**src/rtl/grace_pkg.sv**
```systemverilog
// Shared constants for grace_reg_bank: register address map, unmapped-read value, FSM states.
package grace_pkg;

  localparam logic [11:0] ADDR_ID      = 12'h000;
  localparam logic [11:0] ADDR_SCRATCH = 12'h001;
  localparam logic [11:0] ADDR_CTRL    = 12'h002;
  localparam logic [11:0] ADDR_STATUS  = 12'h003;
  localparam logic [11:0] ADDR_WR_CNT  = 12'h004;
  localparam logic [11:0] ADDR_RD_CNT  = 12'h005;
  localparam logic [11:0] ADDR_ERR_CNT = 12'h006;

  // GP0..GP7 occupy 0x010..0x017: match on address bits [11:3].
  localparam logic [8:0]  ADDR_GP_BASE = 9'h002;

  localparam logic [31:0] UNMAPPED_RDATA = 32'hDEAD_BEEF;

  typedef enum logic [1:0] {
    ST_IDLE,
    ST_WAIT,
    ST_ACK,
    ST_HOLD
  } state_t;

endpackage

```
**src/rtl/grace_reg_bank.sv**
```systemverilog
// Register bank on a CS/WR handshake bus; Grace_Ac pulses WAIT_CYCLES+1 cycles after CS is first sampled high.
// No backpressure: CS must drop for a cycle between transactions. Define GRACE_ERR_CNT_EN to add ERR_CNT at 0x006.
module grace_reg_bank
  import grace_pkg::*;
#(
  parameter int unsigned WAIT_CYCLES = 2,
  parameter logic [31:0] ID_VALUE    = 32'h4752_0001
) (
  input  logic        Grace_Ck,
  input  logic        Grace_Rs,
  input  logic        Grace_CS,
  input  logic        Grace_WR,
  input  logic [11:0] Grace_Ad,
  input  logic [31:0] Grace_WD,
  output logic [31:0] Grace_RD,
  output logic        Grace_Ac,
  output logic [31:0] ctrl_o,
  input  logic [31:0] status_i
);

  state_t      state_q, state_d;
  logic [3:0]  cnt_q, cnt_d;
  logic        wr_q, wr_d;
  logic [11:0] ad_q, ad_d;
  logic [31:0] wd_q, wd_d;
  logic [31:0] rd_q, rd_d;
  logic        ac_q, ac_d;
  logic [31:0] scratch_q, scratch_d;
  logic [31:0] ctrl_q, ctrl_d;
  logic [31:0] gp_q [8];
  logic [31:0] gp_d [8];
  logic [31:0] wr_cnt_q, wr_cnt_d;
  logic [31:0] rd_cnt_q, rd_cnt_d;
`ifdef GRACE_ERR_CNT_EN
  logic [31:0] err_cnt_q, err_cnt_d;
`endif

  logic        is_gp;
  logic [2:0]  gp_idx;
  logic        is_mapped;
  logic        is_rw;
  logic [31:0] rdata;

  assign is_gp  = (ad_q[11:3] == ADDR_GP_BASE);
  assign gp_idx = ad_q[2:0];

  // Decode of the captured address; counters read their pre-increment value.
  always_comb begin
    rdata     = UNMAPPED_RDATA;
    is_mapped = 1'b1;
    is_rw     = 1'b0;
    case (ad_q)
      ADDR_ID:      rdata = ID_VALUE;
      ADDR_SCRATCH: begin rdata = scratch_q; is_rw = 1'b1; end
      ADDR_CTRL:    begin rdata = ctrl_q;    is_rw = 1'b1; end
      ADDR_STATUS:  rdata = status_i;
      ADDR_WR_CNT:  rdata = wr_cnt_q;
      ADDR_RD_CNT:  rdata = rd_cnt_q;
`ifdef GRACE_ERR_CNT_EN
      ADDR_ERR_CNT: rdata = err_cnt_q;
`endif
      default: begin
        if (is_gp) begin
          rdata = gp_q[gp_idx];
          is_rw = 1'b1;
        end else begin
          is_mapped = 1'b0;
        end
      end
    endcase
  end

  always_comb begin
    state_d   = state_q;
    cnt_d     = cnt_q;
    wr_d      = wr_q;
    ad_d      = ad_q;
    wd_d      = wd_q;
    rd_d      = rd_q;
    ac_d      = 1'b0;
    scratch_d = scratch_q;
    ctrl_d    = ctrl_q;
    gp_d      = gp_q;
    wr_cnt_d  = wr_cnt_q;
    rd_cnt_d  = rd_cnt_q;
`ifdef GRACE_ERR_CNT_EN
    err_cnt_d = err_cnt_q;
`endif

    case (state_q)
      ST_IDLE: begin
        if (Grace_CS) begin
          wr_d    = Grace_WR;
          ad_d    = Grace_Ad;
          wd_d    = Grace_WD;
          cnt_d   = 4'(WAIT_CYCLES);
          state_d = (WAIT_CYCLES == 0) ? ST_ACK : ST_WAIT;
        end
      end
      ST_WAIT: begin
        if (cnt_q <= 4'd1) begin
          state_d = ST_ACK;
        end else begin
          cnt_d = cnt_q - 4'd1;
        end
      end
      ST_ACK: begin
        ac_d    = 1'b1;
        state_d = ST_HOLD;
        if (wr_q) begin
          wr_cnt_d = wr_cnt_q + 32'd1;
          case (ad_q)
            ADDR_SCRATCH: scratch_d = wd_q;
            ADDR_CTRL:    ctrl_d    = wd_q;
            default:      if (is_gp) gp_d[gp_idx] = wd_q;
          endcase
        end else begin
          rd_cnt_d = rd_cnt_q + 32'd1;
          rd_d     = rdata;
        end
`ifdef GRACE_ERR_CNT_EN
        if (!is_mapped || (wr_q && !is_rw)) begin
          err_cnt_d = err_cnt_q + 32'd1;
        end
`endif
      end
      ST_HOLD: begin
        if (!Grace_CS) begin
          state_d = ST_IDLE;
        end
      end
      default: state_d = ST_IDLE;
    endcase
  end

  always_ff @(posedge Grace_Ck) begin
    if (Grace_Rs) begin
      state_q   <= ST_IDLE;
      cnt_q     <= 4'd0;
      wr_q      <= 1'b0;
      ad_q      <= 12'd0;
      wd_q      <= 32'd0;
      rd_q      <= 32'd0;
      ac_q      <= 1'b0;
      scratch_q <= 32'd0;
      ctrl_q    <= 32'd0;
      for (int i = 0; i < 8; i++) gp_q[i] <= 32'd0;
      wr_cnt_q  <= 32'd0;
      rd_cnt_q  <= 32'd0;
`ifdef GRACE_ERR_CNT_EN
      err_cnt_q <= 32'd0;
`endif
    end else begin
      state_q   <= state_d;
      cnt_q     <= cnt_d;
      wr_q      <= wr_d;
      ad_q      <= ad_d;
      wd_q      <= wd_d;
      rd_q      <= rd_d;
      ac_q      <= ac_d;
      scratch_q <= scratch_d;
      ctrl_q    <= ctrl_d;
      for (int i = 0; i < 8; i++) gp_q[i] <= gp_d[i];
      wr_cnt_q  <= wr_cnt_d;
      rd_cnt_q  <= rd_cnt_d;
`ifdef GRACE_ERR_CNT_EN
      err_cnt_q <= err_cnt_d;
`endif
    end
  end

  assign Grace_RD = rd_q;
  assign Grace_Ac = ac_q;
  assign ctrl_o   = ctrl_q;

endmodule

```
**config.mk**
```make
export PLATFORM = sky130hd
export DESIGN_NAME = grace_reg_bank
export DESIGN_NICKNAME = d
export VERILOG_FILES = /design/src/rtl/grace_pkg.sv /design/src/rtl/grace_reg_bank.sv
export SDC_FILE = /design/constraint.sdc
export NUM_CORES = 1
export LEC_CHECK = 0
export BUFFER_PORTS_ARGS = -buffer_cell sky130_fd_sc_hd__buf_2
export CAP_MARGIN = 10
export CORE_ASPECT_RATIO = 1.25
export CORE_MARGIN = 5
export CORE_UTILIZATION = 47
export DETAILED_ROUTE_END_ITERATION = 8
export GPL_TIMING_DRIVEN = 0
export PLACE_DENSITY_LB_ADDON = 0.12
export SLEW_MARGIN = 30
export SYNTH_ARGS = -nofsm -noshare
export SYNTH_HDL_FRONTEND = slang
export SYNTH_SLANG_ARGS = --single-unit
export TNS_END_PERCENT = 1
```
**constraint.sdc**
```tcl
create_clock -name Grace_Ck -period 1.8 [get_ports Grace_Ck]
set_input_delay 0.18 -clock Grace_Ck [delete_from_list [all_inputs] [get_ports Grace_Ck]]
set_output_delay 0.18 -clock Grace_Ck [all_outputs]
set_load 0.05 [all_outputs]
```
==> results.txt, run 1 <==
----------------------------------------------------
[Power and ir drop]
  Proportion of power drawn by flip-flops and latches ... 39.8%
  Relative contribution of combinational cells to total power ... 25.3%
  Tot Pwr ... 28.3 mW
  PD cells ... 1090 nW/um2
  Pint ... 18.7 mW
  Leakage component of the power ... 8.91 nW
  Worst supply voltage drop on vdd ... ~0.00081 V
  Net switching share of the total power ... 33.7%
  Share of power burned in the clock network ... 34.9%
  Net load switching power ... ~9.5 mW

[Clocking]
  Root buffer cell ... clkbuf_16
  Clock insertion delay at the later pin of the skew report ... 570 ps
  Htree depth ... 2
  TritonCTS clock tree ... yes
  TritonCTS Buffers ... 48
  Register clock-pin slew on the reported worst setup and hold paths ... 60 ps
  Clock buffer depth ... 3
  Number of clock sinks seen by CTS ... 468

[Worst setup path]
  Worst Setup SP ... ad_q[6]
  RR Endpoint ... gp_q[144]
  Largest fanout of any net on the critical path ... 9
  Type of origin of the critical path ... flop
  Worst endpoint data arrival time ... between 2000 and 3000 ps
  Type of the worst setup path ... flop to flop
  Element type at the critical path end ... flop
  Register-to-register setup slack ... -320 ps
  R2R cell count ... 9
  Required time worst endpoint ... 2280 ps
  Reg2Reg Launch Point ... ad_q[6]

[Floorplanning]
  DIE AREA ... 47700 um2
  DIE WIDTH ... 196 um
  Core Area ... 43100 um2
  Effective utilization at floorplan ... between 40 and 50%
  Die extent in y ... 243 um
  Num ports ... 145
  FP Rows ... 85

[Global routing]
  Total global routing overflow ... 0
  First-pass GRT wire length ... between 100000 and 150000 um
  Number of global-route vias before repair ... 18800
  Number of antenna violations at the first check in global routing ... 0
  Maximum number of pins on one net before global-route repair ... 14
  Total routing resource utilization after global routing ... 32.2%

[Detailed routing]
  Post-DRT Antenna Nets ... 0
  DR vias/cell ... 5.93
  Pre-antenna DRT Iters ... 7
  Total via count in the routed design ... 19700
  Detailed-route DRC error count ... 0
  Routed Wire Length ... between 80000 and 90000 um
  Number of DRC violations after detailed-routing iteration 0 ... 2033
  Routed length per placed instance ... 24.3 um

[Synthesis]
  Sequential-to-total area share from yosys stat ... 45.9%
  Total standard cell area after synthesis ... 20400 um2
  Yosys warnings ... 0
  Number of synthesized flops with an enable pin ... 0
  Number of register bits inferred by synthesis ... ~470
  Cell count after synthesis ... roughly 2500
  Post-synth cell types ... 60
  Flip-flop cell with the highest count after synthesis ... dfxtp_1
  Post-Synthesis Mean Instance Area ... 8.25 um2
  Synth async-reset ratio ... 0%
  Mapped Nets ... 2561

[Outcome]
  Failing checks ... negative setup slack
  Status ... finished, violations left

[Layout]
  NumNets Final ... roughly 2800
  Area growth from synthesis to layout ... 27.1%
  Number of diodes ... 0
  Final std cells w/o fill ... 3328
  Proportion of layout cells with a drive suffix above 1 ... 23.2%
  Most common library cell in the layout ignoring fill and taps ... nand2_1
  Leading cell types in the layout, fill and taps excluded ... nand2_1, dfxtp_1, a21oi_1
  Number of inserted filler cells in the final layout ... about 3800

[Timing]
  Period utilisation layout ... 118%
  Fin. max-slew vios ... 0
  Worst Skew ... 23.0 ps
  Final hold viol count ... 0
  Worst path setup slack after routing ... -316 ps
  Fin crit period ... 2120 ps
  Worst-case headroom to the max-slew limit ... 38.3%
  Highest clock frequency the design can meet ... approximately 470 MHz
  RSZ-0062 raised after global routing ... yes
  Worst hold slack after final layout ... 61.4 ps
  Tightest Pin Transition ... 926 ps
  Final setup violation count ... 385

[Worst hold path]
  HP Class ... input pin to flop
  Endpoint, Worst Hold ... Grace_RD[22]
  Hold depth ... 5
  Startpoint of the most critical hold path ... status_i[22]

[Place]
  Placed cell count ... 3180
  Port Buf Inserts ... around 140
  Minimum setup slack after placement ... -1290 ps
  Post-DP HPWL ... approximately 57000 um
  Placer's final routability congestion estimate ... 0.977

[Job]
  Count of maximum capacitance violations ... 0

----------------------------------------------------
layout make-up:
type	instances	area, um2	share of cell area (%)
sequential	468	9400	36.3
clock inverter	14	129	0.497
tap	565	707	2.73
clock buffer	70	1390	5.34
timing repair buffer	216	1510	5.80
buffer	216	1940	7.48
multi-input combinational	1759	10800	41.6
inverter	20	85.1	0.328
stage by stage:
step           TNS (ps)  instance area, um2  util [%]
3_5_place_dp    -390940               21900      50.8
6_report         -76870               25900      60.2
4_1_cts          -51270               25400      58.9
5_1_grt         -105820               25900      60.2
2_1_floorplan     -4420               20400         -
3_3_place_gp    -418690               21900      50.7
logic make-up after synthesis:
family / after synthesis / synth area share (%)
AOI/OAI and AO/OA: 519 / 14.7
xor gates and xnor gates: 59 / 2.53
adders and majority gates: 9 / 0.552
buffers and inverters: 245 / 5.16
DFF: 468 / 45.9
muxes: 106 / 9.19
and+or+nand+nor: 1066 / 22.0
worst max-delay path by stage:
stage	slack (ps)	to	cells past startpoint
after floorplan	-60	Grace_RD[8]	7
after global placement	-1450	gp_q[39]	7
after detailed placement	-1290	gp_q[144]	8
after CTS	-250	ctrl_o[26]	8
after global routing	-390	gp_q[144]	9
final	-320	gp_q[144]	9
routing by layer:
layer,vias to the layer above,wire length (um),share of wire [%],global-route usage (%)
li1,8913,-,-,-
met1,9537,30300,38,40.0
met2,1007,38600,48,53.4
met3,264,6610,8.2,5.24
met4,0,5260,6.5,17.7
met5,-,0,0,0
repair_timing:
action | 4_1_cts | 5_1_grt
gates cloned | 3 | 2
hold buffers | 45 | 0
pin swaps | 67 | 69
hold endpoints to repair | 45 | 0
setup buffers | 18 | 5
gates resized for setup | 408 | 142
endpoints found under the setup margin | 462 | 426
critical path: stages (launching register included):
cell,delay (ps)
dfxtp_2,340
nor4_4,410
and3_1,260
buf_6,160
and4_1,210
buf_6,180
buf_12,120
buf_8,110
nand2_1,70
a21oi_2,150
power groups by stage:
stage                     Clock, mW  Sequential (mW)  Combinational, mW
after floorplan                   0             11.9               3.09
after global placement            0             11.4               5.84
after detailed placement          0             11.4               5.88
after CTS                      9.93             11.2               6.79
after global routing           10.3             11.3               7.45
final                          9.86             11.3               7.16
synth_stat cells (all sizes together) (17+ instances only):
library cell	instances	area share, %
nor2	98	1.8
nand2	817	15
inv	20	0.37
mux2i	32	1.6
nand4	17	0.55
buf	71	2.0
nor4	20	0.92
clkbuf	154	2.8
dfxtp	468	46
nor3	24	0.82
xnor2	45	1.9
mux4	64	7.1
nand3	28	0.69
a21oi	391	9.6
a221oi	17	0.73
o21ai	24	0.59
sequential cells by signal, summed over array words and instances, names as in the netlist, 2 cells and up:
signal     flops
cnt_q          4
ctrl_o        32
state_q        2
scratch_q     32
Grace_RD      32
rd_cnt_q      32
wr_cnt_q      32
gp_q         256
ad_q          12
wd_q          32
Note: power is estimated with default switching activity, not from simulation.
==> run 2, diff against run 1 <==
- REMOVE_ABC_BUFFERS: default -> 1
==> run 2 against run 1 <==
Against the previous run: the run still ends with negative setup slack left; power up 0.32%; core utilization up 0.36 points; final cell count down 2.8%; first-iteration DRC count up 4.3%; clock skew down 7.4 ps; design area up 0.59%; count of clock-buffer cells in the layout up 5; setup slack better by 17 ps; non-clock buffer count down 99; global-route usage down 1.7 points; via count down 1.9%.
==> results.txt, run 2 (synthesized netlist as in run 1, its figures left out) <==
----------------------------------------------------
[Outcome]
  Status ... finished, violations left
  Failing checks ... negative setup slack

[Timing]
  Period utilisation layout ... 117%
  Worst path setup slack after routing ... -299 ps
  Worst-case headroom to the max-slew limit ... 51.9%
  Setup TNS after final layout ... -73920 ps
  Final setup violation count ... 380
  Fin crit period ... around 2100 ps
  Worst Skew ... 15.6 ps
  Worst hold slack after final layout ... 49.0 ps
  Highest clock frequency the design can meet ... around 480 MHz
  Final hold viol count ... 0
  Fin. max-slew vios ... 0
  RSZ-0062 raised after global routing ... yes
  Tightest Pin Transition ... 719 ps

[Worst setup path]
  Element type at the critical path end ... flop
  Type of the worst setup path ... flop to flop
  Largest fanout of any net on the critical path ... 12
  Type of origin of the critical path ... flop
  Reg2Reg Launch Point ... ad_q[1]
  RR Endpoint ... gp_q[181]
  Required time worst endpoint ... 2290 ps
  Worst endpoint data arrival time ... 2590 ps
  Register-to-register setup slack ... -300 ps
  R2R cell count ... 9

[Floorplanning]
  Num ports ... 145
  DIE AREA ... 47700 um2
  FP Rows ... 85
  Die extent in y ... 243 um
  DIE WIDTH ... 196 um
  Core Area ... about 43000 um2
  Effective utilization at floorplan ... 47.4%

[Place]
  Port Buf Inserts ... roughly 140
  Post-DP HPWL ... 44000 um
  Placer's final routability congestion estimate ... approximately 0.84

[Detailed routing]
  Number of DRC violations after detailed-routing iteration 0 ... 2121
  Routed Wire Length ... about 78000 um
  Pre-antenna DRT Iters ... 8
  Total via count in the routed design ... 19300
  DR vias/cell ... 5.98
  Post-DRT Antenna Nets ... 0
  Routed length per placed instance ... 24.0 um
  Detailed-route DRC error count ... 0

[Power and ir drop]
  Worst supply voltage drop on vdd ... 0.000885 V
  Leakage component of the power ... 8.87 nW
  PD cells ... approximately 1100 nW/um2

[Clocking]
  TritonCTS clock tree ... yes
  Register clock-pin slew on the reported worst setup and hold paths ... 60 ps
  Clock insertion delay at the later pin of the skew report ... 580 ps
  Root buffer cell ... clkbuf_16
  Htree depth ... 2
  Clock buffer depth ... 3
  TritonCTS Buffers ... 48
  Number of clock sinks seen by CTS ... 468

[Layout]
  Combined area of the multi-input logic cells ... 10900 um2
  Area growth from synthesis to layout ... 27.9%
  Top register by number of flip-flops ... gp_q
  Footprint of the flip-flops and latches ... 9410 um2
  Number of inserted filler cells in the final layout ... 3720
  Leading cell types in the layout, fill and taps excluded ... nand2_1, dfxtp_1, a21oi_1
  Most common library cell in the layout ignoring fill and taps ... nand2_1
  Proportion of layout cells with a drive suffix above 1 ... 23.2%
  Max FFs per register ... 256
  NumNets Final ... between 2000 and 3000

[Global routing]
  Maximum number of pins on one net before global-route repair ... 113
  Number of antenna violations at the first check in global routing ... 1
  First-pass GRT wire length ... 111000 um
  Number of global-route vias before repair ... 17900
  Total routing resource utilization after global routing ... 30.6%
  Total global routing overflow ... 0

[Worst hold path]
  Endpoint, Worst Hold ... ad_q[0]
  Startpoint of the most critical hold path ... Grace_Rs
  Hold depth ... 2
  HP Class ... input pin to flop

[Job]
  Count of maximum capacitance violations ... 0

----------------------------------------------------
[run 2: how the worst max path moves through the flow]
stage | startpoint | end | slack (ps) | cells after the start
2_1_floorplan | ad_q[1] | gp_q[128] | -3530 | 4
3_3_place_gp | Grace_Rs | Grace_RD[9] | -9970 | 5
3_5_place_dp | ad_q[0] | gp_q[200] | -1630 | 6
4_1_cts | ad_q[1] | Grace_RD[18] | -280 | 8
5_1_grt | ad_q[1] | gp_q[185] | -350 | 9
6_report | ad_q[1] | gp_q[181] | -300 | 9
[run 2: what timing repair did]
action                                 CTS  global route
setup endpoints to repair              417           403
resized for setup                      113           110
hold buffers                            45             0
pin swaps                              297            70
cloned                                  21             3
setup buffers                           72            12
endpoints found under the hold margin   45             0
[run 2: critical path, stage by stage, from the launching register on]
cell and delay [ps]:
dfxtp_4 370, buf_12 170, buf_16 180, nor3b_4 230, buf_6 170, buf_12 150, and3_4 270, clkbuf_16 230
nand2_1 70, a21oi_1 150
[run 2: final cells by class]
| type | instances | share of cell area, % |
|---|---|---|
| timing repair buffer | 333 | 13.3 |
| inverter | 20 | 0.307 |
| clock inverter | 6 | 0.211 |
| clock buffer | 75 | 5.54 |
| tap | 565 | 2.71 |
| multi-input combinational | 1768 | 41.8 |
| sequential | 468 | 36.1 |
| antenna | 1 | 0.00959 |
[run 2: per-layer routing]
layer  vias up  track usage (%)  wire length (um)
li1       8748                -                 -
met1      9306             38.6             30000
met2      1020             49.2             36000
met3       267             6.24              6740
met4         0             16.0              5000
met5         -                0                 0
[run 2: stage by stage]
step	utilization, %	instance area [um2]	setup slack (ps)	power [mW]	std cells
3_5_place_dp	50.8	21900	-1630	17.0	3001
3_3_place_gp	48.4	20900	-9970	16.6	2956
6_report	60.6	26100	-299	28.4	3236
5_1_grt	60.6	26100	-352	29.3	3235
4_1_cts	59.1	25500	-282	28.0	3220
2_1_floorplan	-	19400	-3530	14.7	2247
[run 2: report_power, final]
part	switching [mW]	internal, mW
Clock	4.14	5.61
Sequential	0.757	10.8
Combinational	4.25	2.77
Total	9.15	19.2
